[src/rtl/digit_argmax_if.sv]
// Score handshake and result bundle for digit_argmax.
// The tie signal exists only when ARGMAX_TIE_FLAG_EN is defined.
interface digit_argmax_if #(
    parameter int SCORE_W = 4,
    parameter int IDX_W   = 4
);
    logic               start;
    logic               score_valid;
    logic [SCORE_W-1:0] score_in;
    logic               score_ready;
    logic               busy;
    logic               done;
    logic [IDX_W-1:0]   digit;
    logic [SCORE_W-1:0] max_score;
`ifdef ARGMAX_TIE_FLAG_EN
    logic               tie;

    modport master (
        output start, score_valid, score_in,
        input  score_ready, busy, done, digit, max_score, tie
    );
    modport slave (
        input  start, score_valid, score_in,
        output score_ready, busy, done, digit, max_score, tie
    );
`else
    modport master (
        output start, score_valid, score_in,
        input  score_ready, busy, done, digit, max_score
    );
    modport slave (
        input  start, score_valid, score_in,
        output score_ready, busy, done, digit, max_score
    );
`endif
endinterface

[src/rtl/digit_argmax.sv]
// Sequential arg-max over NUM_CLASSES unsigned scores; ties keep the lower index.
// Optional macro ARGMAX_TIE_FLAG_EN adds a registered tie flag beside digit.
module digit_argmax #(
    parameter int SCORE_W     = 4,
    parameter int NUM_CLASSES = 10,
    parameter int IDX_W       = 4
) (
    input logic           clk,
    input logic           rst,
    digit_argmax_if.slave bus
);
    localparam logic [1:0]       IDLE     = 2'd0;
    localparam logic [1:0]       ACCEPT   = 2'd1;
    localparam logic [1:0]       DONE     = 2'd2;
    localparam logic [IDX_W-1:0] LAST_IDX = IDX_W'(NUM_CLASSES - 1);

    logic [1:0]         state;
    logic [IDX_W-1:0]   count;
    logic [SCORE_W-1:0] max_p1;
    logic [IDX_W-1:0]   idx_p1;
    logic [SCORE_W-1:0] max_score_p2;
    logic [IDX_W-1:0]   digit_p2;

    logic               vld_p0;
    logic               take_p0;
    logic               last_p0;
    logic [SCORE_W-1:0] max_nxt;
    logic [IDX_W-1:0]   idx_nxt;

    function automatic logic beats(input logic [SCORE_W-1:0] cand,
                                   input logic [SCORE_W-1:0] cur);
        return cand > cur;
    endfunction

    // p0: accepted sample against the running maximum
    always_comb begin
        vld_p0  = (state == ACCEPT) && bus.score_valid;
        take_p0 = (count == '0) || beats(bus.score_in, max_p1);
        last_p0 = (count == LAST_IDX);
        max_nxt = take_p0 ? bus.score_in : max_p1;
        idx_nxt = take_p0 ? count : idx_p1;
    end

    // p1: control state and frame position
    always_ff @(posedge clk) begin
        if (rst) begin
            state        <= IDLE;
            count        <= '0;
            digit_p2     <= '0;
            max_score_p2 <= '0;
        end else begin
            case (state)
                IDLE: begin
                    if (bus.start) begin
                        state <= ACCEPT;
                        count <= '0;
                    end
                end
                ACCEPT: begin
                    if (vld_p0) begin
                        if (last_p0) begin
                            state        <= DONE;
                            count        <= '0;
                            digit_p2     <= idx_nxt;
                            max_score_p2 <= max_nxt;
                        end else begin
                            count <= count + 1'b1;
                        end
                    end
                end
                default: state <= IDLE;
            endcase
        end
    end

    // p1: running maximum; cleared at frame start so no reset is needed
    always_ff @(posedge clk) begin
        if (state == IDLE && bus.start) begin
            max_p1 <= '0;
            idx_p1 <= '0;
        end else if (vld_p0) begin
            max_p1 <= max_nxt;
            idx_p1 <= idx_nxt;
        end
    end

`ifdef ARGMAX_TIE_FLAG_EN
    logic tie_seen;
    logic tie_p2;
    logic tie_nxt;

    // A new strict maximum forgets any earlier tie at the old value.
    always_comb begin
        tie_nxt = tie_seen;
        if (take_p0)
            tie_nxt = 1'b0;
        else if (bus.score_in == max_p1)
            tie_nxt = 1'b1;
    end

    always_ff @(posedge clk) begin
        if (rst) begin
            tie_seen <= 1'b0;
            tie_p2   <= 1'b0;
        end else if (state == IDLE && bus.start) begin
            tie_seen <= 1'b0;
        end else if (vld_p0) begin
            tie_seen <= tie_nxt;
            if (last_p0)
                tie_p2 <= tie_nxt;
        end
    end

    assign bus.tie = tie_p2;
`endif

    // p2: outputs decoded from state or held result registers
    assign bus.score_ready = (state == ACCEPT);
    assign bus.busy        = (state != IDLE);
    assign bus.done        = (state == DONE);
    assign bus.digit       = digit_p2;
    assign bus.max_score   = max_score_p2;
endmodule
[src/flat_wrapper.sv]
// flat-port wrapper written by rule: the top's interface ports become plain ports
module digit_argmax_flat 
#(
    parameter int SCORE_W     = 4,
    parameter int NUM_CLASSES = 10,
    parameter int IDX_W       = 4
)
  (clk, rst, bus_start, bus_score_valid, bus_score_in, bus_score_ready, bus_busy, bus_done, bus_digit, bus_max_score);
  digit_argmax_if #(.SCORE_W(SCORE_W), .IDX_W(IDX_W)) bus_i ();
  input logic clk;
  input logic rst;
  input wire logic [$bits(bus_i.start)-1:0] bus_start;
  input wire logic [$bits(bus_i.score_valid)-1:0] bus_score_valid;
  input wire logic [$bits(bus_i.score_in)-1:0] bus_score_in;
  output wire logic [$bits(bus_i.score_ready)-1:0] bus_score_ready;
  output wire logic [$bits(bus_i.busy)-1:0] bus_busy;
  output wire logic [$bits(bus_i.done)-1:0] bus_done;
  output wire logic [$bits(bus_i.digit)-1:0] bus_digit;
  output wire logic [$bits(bus_i.max_score)-1:0] bus_max_score;
  assign bus_i.start = bus_start;
  assign bus_i.score_valid = bus_score_valid;
  assign bus_i.score_in = bus_score_in;
  assign bus_score_ready = bus_i.score_ready;
  assign bus_busy = bus_i.busy;
  assign bus_done = bus_i.done;
  assign bus_digit = bus_i.digit;
  assign bus_max_score = bus_i.max_score;
  digit_argmax #(.SCORE_W(SCORE_W), .NUM_CLASSES(NUM_CLASSES), .IDX_W(IDX_W)) u_core (.clk(clk), .rst(rst), .bus(bus_i));
endmodule
[config.mk]
export PLATFORM = sky130hd
export DESIGN_NAME = digit_argmax_flat
export DESIGN_NICKNAME = d
export VERILOG_FILES = /design/src/rtl/digit_argmax_if.sv /design/src/rtl/digit_argmax.sv /design/src/flat_wrapper.sv
export SDC_FILE = /design/constraint.sdc
export NUM_CORES = 1
export LEC_CHECK = 0
export ABC_AREA = 1
export BUFFER_PORTS_ARGS = -buffer_cell sky130_fd_sc_hd__buf_2
export CORE_MARGIN = 2
export CORE_UTILIZATION = 55
export CTS_CLUSTER_SIZE = 20
export DETAILED_ROUTE_END_ITERATION = 8
export PLACE_DENSITY = 0.85
export SETUP_SLACK_MARGIN = 0.02
export SLEW_MARGIN = 0
export SYNTH_ARGS = -nofsm -noshare
export SYNTH_HDL_FRONTEND = slang
export SYNTH_SLANG_ARGS = --single-unit
[constraint.sdc]
create_clock -name clk -period 1.8 [get_ports clk]
set_input_delay 0.09 -clock clk [delete_from_list [all_inputs] [get_ports clk]]
set_output_delay 0.09 -clock clk [all_outputs]
set_load 0.02 [all_outputs]
**Word-level counts from Yosys, hierarchy flattened**

Cells that the tools add are included.

- Register bits after elaboration: 22
- Input bits: 8
- Output and inout port bits: 11
- Word-level logic and storage cells: 34

- Add/subtract/negate cells: 1
- $lt $le $gt $ge: 1
- Equal/unequal tests: 6
- Mux-type cells: 10
- Reduce and logical (&&, ||, !) cells: 10

Operator list:

| kind | count |
|---|---|
| 4-bit two-way mux | 5 |
| 3-bit AND reduction | 3 |
| 4-bit one-hot mux with 2 select lines | 1 |
| 2-bit two-way mux | 3 |
| 4-bit by 1-bit adder with 4-bit output (second input constant) | 1 |
| 4-bit == test (second input constant) | 1 |
| 4-bit > comparator | 1 |
| 4-bit logical NOT | 1 |
| 2-bit by 1-bit != test with 1-bit output (second input constant) | 2 |
| 2-bit one-hot mux with 2 select lines | 1 |
| 2-bit nonzero test | 2 |
| 2-bit by 1-bit == test with 1-bit output (second input constant) | 1 |
| 2-bit == test (second input constant) | 1 |
| 1-bit logical AND | 2 |
| 2-bit logical NOT | 1 |
| 2-bit != test (second input constant) | 1 |
| 1-bit logical OR | 1 |

**Depth between registers and ports, before layout**

Gate-level depths: netlist of run 1.

- Word-level depth: 4
- Mapped depth: 14
- Gate-level depth less buffers: 13

**Worst setup path before layout of run 1**

Ideal clock, no wire load.

- Kind: reg-to-reg
- Start: reg u_core.max_p1[3]
- End: reg u_core.digit_p2[0], in the netlist u_core.bus.digit[0]
- Arrival: 1.423 ns
- Required time: 1.691 ns
- Slack: 0.269 ns
- Cell stages (with the launch flop): 12
- Cell sequence: dfxtp_1 inv_1 ha_1 a21oi_1 nand2_1 nand2_1 nand2_1 buf_4 nand2_1 nand3_1 nand2_1 inv_1

- Word-level cells in the longest chain between the ends: 3

RTL lines:

| what | RTL line | RTL |
|---|---|---|
| from (decl) | digit_argmax.sv:19 | `logic [SCORE_W-1:0] max_p1;` |
| from (signal assigned) | digit_argmax.sv:82 | `max_p1 <= max_nxt;` |
| 4-bit > comparator | digit_argmax.sv:32 | `return cand > cur;` |
| 1-bit logical OR | digit_argmax.sv:38 | `take_p0 = (count == '0) \|\| beats(bus.score_in, max_p1);` |
| 4-bit two-way mux | digit_argmax.sv:41 | `idx_nxt = take_p0 ? count : idx_p1;` |
| to (signal assigned) | digit_argmax.sv:64 | `digit_p2 <= idx_nxt;` |
| to (decl) | digit_argmax.sv:22 | `logic [IDX_W-1:0] digit_p2;` |

Every way passes these cells.
A chain may end at the register's enable or synchronous reset.

**Worst setup path after layout of run 1**

- Start: reg u_core.count[0]
- End: reg u_core.max_p1[2]

- Word-level cells in the longest chain between the ends: 3

RTL lines:

| what | RTL line | RTL |
|---|---|---|
| from (decl) | digit_argmax.sv:18 | `logic [IDX_W-1:0] count;` |
| from (signal assigned) | digit_argmax.sv:67 | `count <= count + 1'b1;` |
| 4-bit logical NOT | digit_argmax.sv:38 |  |
| 1-bit logical OR | digit_argmax.sv:38 |  |
| 4-bit two-way mux | digit_argmax.sv:40 | `max_nxt = take_p0 ? bus.score_in : max_p1;` |

Every way passes these cells.

==> summary.md, run 1 <==
| Metric | Value |
|---|---|
| Max-cap violations | 0 |
| First-pass GRT wire length | 4860 um |
| Clock root cell | clkbuf_4 |
| Number of setup buffers added after CTS | 0 |
| Total vias in the final route | between 1,000 and 1,500 |
| Die area | 2710 um2 |
| Num Clock Sinks | 22 |
| Fillers | 186 |
| WS Path Type | flip-flop to flip-flop |
| Placed cell areas | 1370 um2 |
| Placed insts | 230 |
| Peak supply drop | between 0.0004 and 0.0005 V |
| Synth area leaders | dfxtp_1 (35%), nand3_1 (13%), nand2_1 (12%), inv_1 (8.6%), ha_1 (6.9%) |
| Reg-to-reg endpoint | u_core.max_p1[2]$_SDFFE_PP0N_ |
| Static leakage | 0.764 nW |
| Die Span X | ~52 um |
| Clock transition at path regs | 0.13 ns |
| RSZ-0062 raised after global routing | false |
| Post-Syn Area | ~1300 um2 |
| Commonest cells in the netlist | nand2_1 (41), nand3_1 (32), inv_1 (29) |
| Status | finished, final reports clean |
| Pins Over Slew Limit | 0 |
| Pwr per Cell Area | 846 nW/um2 |
| Residual DRC | 0 |
| Crit path time final | 1.65 ns |
| Post-layout nets | about 220 |
| Post-route setup slack | 0.149 ns |
| Pin count of the biggest net entering global routing | 17 |
| Post-synth top area share | 34.7% |
| Standard-cell rows | 17 |
| I/O pins | 19 |
| PortBufs | 18 |
| Worst EP required | 2.03 ns |
| Hold path start | bus_start |
| Slew headroom | 74.6% |
| Drt first pass iters | 4 |
| Crit end category | flip-flop |
| Post-synth EDFFs | 0 |
| Top_reg_cell synth | dfxtp_1 |
| Vias in the first global route | about 1,200 |
| Worst R2R Start | u_core.count[0]$_SDFFE_PP0P_ |
| N_diodes | 0 |
| Fmax | 0.606 GHz |
| Count leader, synth | nand2_1 |
| Worst Setup Start Kind | flip-flop |
| WP data arrival | 1.88 ns |
| Hold Crit Class | primary input to flip-flop |
| Initial Util | 58.0% |
| Max Fanout on Critical Path | 8 |
| Clock Path Buffers | 2 |
| Die Span Y | 52.1 um |
| Syn nets | 201 |
| Layout area overhead | 13.8% |
| Setup violations, final | 0 |
| Drt wl/cell | 12.0 um |
| Setup Skew | 0.00219 ns |
| Core footprint | 2190 um2 |
| Cell area after layout | 1450 um2 |
| CTS tree | yes |
| Hold EP | u_core.state[0]$_SDFFE_PP0P_ |
| Final Core Density | 66.0% |
| Pre-CTS setup slack | 0.0921 ns |
| CTS Buf Count | 3 |
| Slew @ Worst Pin | 0.380 ns |
| Skew-Pair Late Insertion Delay | 0.32 ns |
| Synth Register Bits | 22 |
| Final Hold Viols | 0 |
| Share of layout cells above drive strength 1 | 21.4% |
| Worst Setup SP | u_core.count[0]$_SDFFE_PP0P_ |
| Syn Inst Count | around 190 |
| Ys async rst share | 0% |
| Starting DRT DRC Count | 28 |
| Initial antenna violation count | 0 |
| Setup TNS | 0 ns |
| Hpwl dp | 2070 um |
| Post-route clock period utilization | 91.7% |
| Register area share after synthesis | 34.7% |
| Worst reg2reg path depth | 7 |
| Yosys Warn Count | 0 |
| Hold path depth | 3 |
| Syn_area_per_cell | 6.83 um2 |
| Htree depth | 1 |
| Total GRT Usage | between 20% and 30% |
| Drt total wl | 2800 um |
| Gr ovfl total | 0 |
| R2R Setup Slk | 0.15 ns |
| Cell variety after synth | 22 |
| Via density | slightly above 5 |
| RD Place Congestion | 0.890 |
| Non-Filler Instances | 234 |
| Cell taking the most area after synthesis | dfxtp_1 |
| Antenna viol nets, final | 0 |
-- layout by cell type (no fill, tap or decap), drive strengths merged --
| master | synthesis | layout |
|---|---|---|
| buf | 6 | 22 |
| a21oi | 6 | 6 |
| o21ai | 7 | 7 |
| o21bai | 1 | 1 |
| dfxtp | 22 | 22 |
| nand3 | 32 | 32 |
| ha | 7 | 7 |
| clkbuf | 0 | 3 |
| bufinv | 0 | 1 |
| nor3 | 4 | 4 |
| nor2 | 27 | 27 |
| nand2 | 42 | 42 |
| inv | 32 | 32 |
-- state kept, by name, summed over array words and instances, names as in the netlist --
register and flops:
u_core.count 4, u_core.bus.max_score 4, u_core.bus.digit 4, u_core.idx_p1 4
u_core.state 2, u_core.max_p1 4
-- timing repair --
| action | CTS | global route |
|---|---|---|
| resized for setup | 0 | 6 |
| hold buffers | 0 | 0 |
| endpoints found under the hold margin | 0 | 0 |
| endpoints found under the setup margin | 0 | 14 |
-- how the worst max path moves through the flow --
stage,endpoint,slack (ns),cells past startpoint
final,u_core.max_p1[2]$_SDFFE_PP0N_,0.15,7
after global routing,u_core.bus.max_score[3]$_SDFFE_PP0P_,0.02,8
after detailed placement,u_core.bus.digit[1]$_SDFFE_PP0P_,0.09,8
after CTS,u_core.bus.digit[1]$_SDFFE_PP0P_,0.08,8
after floorplan,u_core.bus.digit[0]$_SDFFE_PP0P_,0.27,11
after global placement,u_core.bus.max_score[2]$_SDFFE_PP0P_,0.19,11
-- critical path, stage by stage (launching register included) --
cell,delay (ns)
dfxtp_1,0.44
inv_1,0.12
ha_1,0.21
nand3_1,0.28
buf_4,0.23
nand3_1,0.10
nand3_1,0.09
o21ai_0,0.08
-- final cells by class --
| class | count | area [um2] | area share, % |
|---|---|---|---|
| Multi-Input combinational cell | 126 | 671 | 46.4 |
| Sequential cell | 22 | 442 | 30.6 |
| Inverter | 32 | 125 | 8.66 |
| Timing Repair Buffer | 22 | 120 | 8.31 |
| Tap cell | 28 | 35.0 | 2.42 |
| Clock inverter | 1 | 30.0 | 2.08 |
| Clock buffer | 3 | 22.5 | 1.56 |
-- through the flow --
step	hold slack, ns	power (mW)
2_1_floorplan	0.275	0.739
3_5_place_dp	0.411	0.809
6_report	0.0597	1.22
5_1_grt	0.0616	1.29
3_3_place_gp	0.396	0.798
4_1_cts	0.0514	1.20
-- logic make-up after synthesis --
logic type,after synthesis,share of synthesized area [%]
and+or+nand+nor,105,38.2
buffers and inverters,38,13.9
DFF,22,34.7
AOI/OAI and AO/OA,14,6.31
adders and majority gates,7,6.90
-- per-layer routing --
| metal | up-vias | track usage (%) | routed length [um] |
|---|---|---|---|
| li1 | 619 | - | - |
| met3 | 3 | 4.31 | 107 |
| met5 | - | 0 | 0 |
| met4 | 0 | 10.5 | 34 |
| met2 | 28 | 39.9 | 1400 |
| met1 | 544 | 29.9 | 1270 |
-- power breakdown --
part	internal (mW)	switching, mW	total (mW)
logic	0.101	0.194	0.295
clock network	0.225	0.169	0.395
registers	0.514	0.0190	0.533
total	0.840	0.383	1.22
No activity file was read; power rests on OpenSTA's default activity.
==> inputs of run 2 (changes only) <==
==> constraint.sdc (replaced) <==
create_clock -name clk -period 1.8 [get_ports clk]
set_input_delay 0.27 -clock clk [delete_from_list [all_inputs] [get_ports clk]]
set_output_delay 0.27 -clock clk [all_outputs]
set_load 0.02 [all_outputs]
==> run 2 against run 1 <==
Combinational power hardly changed. First-iteration DRC count is 36% higher. Wire length is 4.5% lower. Highest routed layer unchanged. Total power is 14% lower. Non-clock buffer count stayed put. Sequential share of layout area is 0.65 points higher. Clock skew is 0.0017 ns lower. Via count is 4.1% higher. Final cell count is 0.43% lower.
==> summary.md, run 2 (same netlist as run 1, synthesis figures left out) <==
| Metric | Value |
|---|---|
| Clock transition at path regs | 0.12 ns (about the same) |
| Initial antenna violation count | 0 (unchanged) |
| Hpwl dp | 1990 um (-4.2%) |
| Fillers | 202 (+8.6%) |
| Num Clock Sinks | 22 (unchanged) |
| Max Fanout on Critical Path | 8 (unchanged) |
| Core footprint | 2190 um2 (unchanged) |
| Drt total wl | 2680 um (-4.5%) |
| Via density | 5.33 (+4.6%) |
| Drt first pass iters | 4 (unchanged) |
| Fmax | 0.603 GHz (-0.50%) |
| Pre-CTS setup slack | 0.0750 ns (-0.0171 ns) |
| Die area | 2710 um2 (unchanged) |
| Crit-path slowest cell | dfxtp_1 |
| Crit-path most repeated cell | nand3_1 |
| CTS tree | yes |
| Standard-cell rows | 17 (unchanged) |
| Setup Skew | 0.000522 ns (-0.00167 ns) |
| Residual DRC | 0 (unchanged) |
| Clock root cell | clkbuf_4 |
| Final Hold Viols | 0 (unchanged) |
| Die Span Y | 52.1 um (unchanged) |
| Total vias in the final route | 1,243 (+4.1%) |
| Worst Setup Start Kind | flip-flop |
| Status | finished, final reports clean |
| Crit end category | flip-flop |
| Multi-input gate area | 671 um2 (unchanged) |
| Pins Over Slew Limit | 0 (unchanged) |
| Placed insts | 230 (unchanged) |
| Non-Filler Instances | 233 (-0.43%) |
| Max-cap violations | 0 (unchanged) |
| Post-route clock period utilization | 92.2% (+0.46 points) |
| Placed cell areas | 1370 um2 (unchanged) |
| Cell area after layout | 1420 um2 (-2.1%) |
| Gr ovfl total | 0 (unchanged) |
| Register Area | 442 um2 (unchanged) |
| Slew @ Worst Pin | 0.292 ns (-0.0873 ns) |
| Peak supply drop | 0.000451 V (+0.76%) |
| RD Place Congestion | 0.834 (-6.3%) |
| Static leakage | 0.755 nW (-1.2%) |
| Setup TNS | 0 ns (unchanged) |
| Total GRT Usage | 22.7% (-1.2 points) |
| Post-layout nets | 222 (unchanged) |
| Crit path time final | 1.66 ns (+0.00836 ns) |
| Post-route setup slack | 0.140 ns (-0.00836 ns) |
| RSZ-0062 raised after global routing | false |
| Number of setup buffers added after CTS | 0 (unchanged) |
| I/O pins | 19 (unchanged) |
| Hold Crit Class | primary input to flip-flop |
| Antenna viol nets, final | 0 (unchanged) |
| First-pass GRT wire length | 4670 um (-4.0%) |
| Vias in the first global route | 1,151 (-0.95%) |
| PortBufs | 18 (unchanged) |
| Htree depth | 1 (unchanged) |
| CTS Buf Count | 3 (unchanged) |
| Share of layout cells above drive strength 1 | 21.0% (-0.38 points) |
| Commonest non-fill, non-tap cell in the layout | nand2_1 |
| Worst path cell trace | inv_1, ha_1, nand2_1, inv_1, nand3_1, nand2_2, buf_4, nand3_1, nand3_1, o21ai_0 |
| N_diodes | 0 (unchanged) |
| Die Span X | 52.1 um (unchanged) |
| Layout area overhead | 11.4% |
| Skew-Pair Late Insertion Delay | 0.30 ns (-0.02 ns) |
| Worst EP required | 2.01 ns (-0.02 ns) |
| WP data arrival | 1.87 ns (about the same) |
| Initial Util | 58.0% (unchanged) |
| Starting DRT DRC Count | 38 (+36%) |
| Slew headroom | 80.4% (+5.8 points) |
| Final Core Density | 64.6% (-1.4 points) |
| Pin count of the biggest net entering global routing | 17 (unchanged) |
| Clock Path Buffers | 2 (unchanged) |
| Critical path's largest stage delay | 0.35 ns (-0.09 ns) |
| Setup violations, final | 0 (unchanged) |
| Drt wl/cell | 11.5 um (-4.1%) |
| Pwr per Cell Area | 743 nW/um2 (-12%) |
| WS Path Type | flip-flop to flip-flop |
| Commonest cells after routing, fill and taps aside | nand2_1 (38), nand3_1 (31), inv_1 (29), nor2_1 (21), dfxtp_1 (21) |
## run 2: through the flow
stage	hold slack (ns)	total power, mW
after floorplan	0.427	0.739
after global placement	0.440	0.798
after detailed placement	0.445	0.813
after CTS	0.267	1.03
after global routing	0.259	1.11
final	0.269	1.05
## run 2: routing by layer
metal | vias up | routed length [um] | track usage [%]
li1 | 619 | - | -
met4 | 0 | 21 | 7.89
met3 | 4 | 130 | 2.59
met2 | 45 | 1330 | 40.1
met5 | - | 0 | 0
met1 | 575 | 1190 | 28.2
## run 2: worst max-delay path: cells and delay by family (launching register included)
family	cells	cell delay [ns]
adder cells (fa/ha/maj)	1	0.30
AO/OA/AOI/OAI	1	0.07
flip-flops	1	0.35
AND/OR/NAND/NOR	5	0.53
buffers and inverters	3	0.31
## run 2: area by class of cell
| class | instances | share of cell area [%] |
|---|---|---|
| clock buffers | 3 | 1.59 |
| repair buffers | 22 | 8.49 |
| inverters | 32 | 8.84 |
| multi-input cells | 126 | 47.4 |
| well taps | 28 | 2.48 |
| flip-flops and latches | 22 | 31.2 |
## run 2: timing repair
action,CTS,global route
gates resized for setup,0,6
endpoints found under the setup margin,0,14
hold buffers,0,0
## run 2: worst paths after layout
check	from	depth (start not counted)	slack, ns	end
setup / recovery	u_core.max_p1[3]$_SDFFE_PP0N_	10	0.14	u_core.max_p1[0]$_SDFFE_PP0N_
hold / removal	rst	2	0.27	u_core.state[1]$_SDFFE_PP0P_
setup reg to reg	u_core.max_p1[3]$_SDFFE_PP0N_	10	0.14	u_core.max_p1[0]$_SDFFE_PP0N_
hold reg to reg	u_core.idx_p1[2]$_SDFFE_PP0N_	2	0.46	u_core.idx_p1[2]$_SDFFE_PP0N_
## run 2: report_power, final
group	leakage (nW)	internal, mW	switching [mW]	total [mW]
combinational	0.562	0.101	0.193	0.294
sequential	0.179	0.513	0.0193	0.533
clock	0.0138	0.0782	0.146	0.224
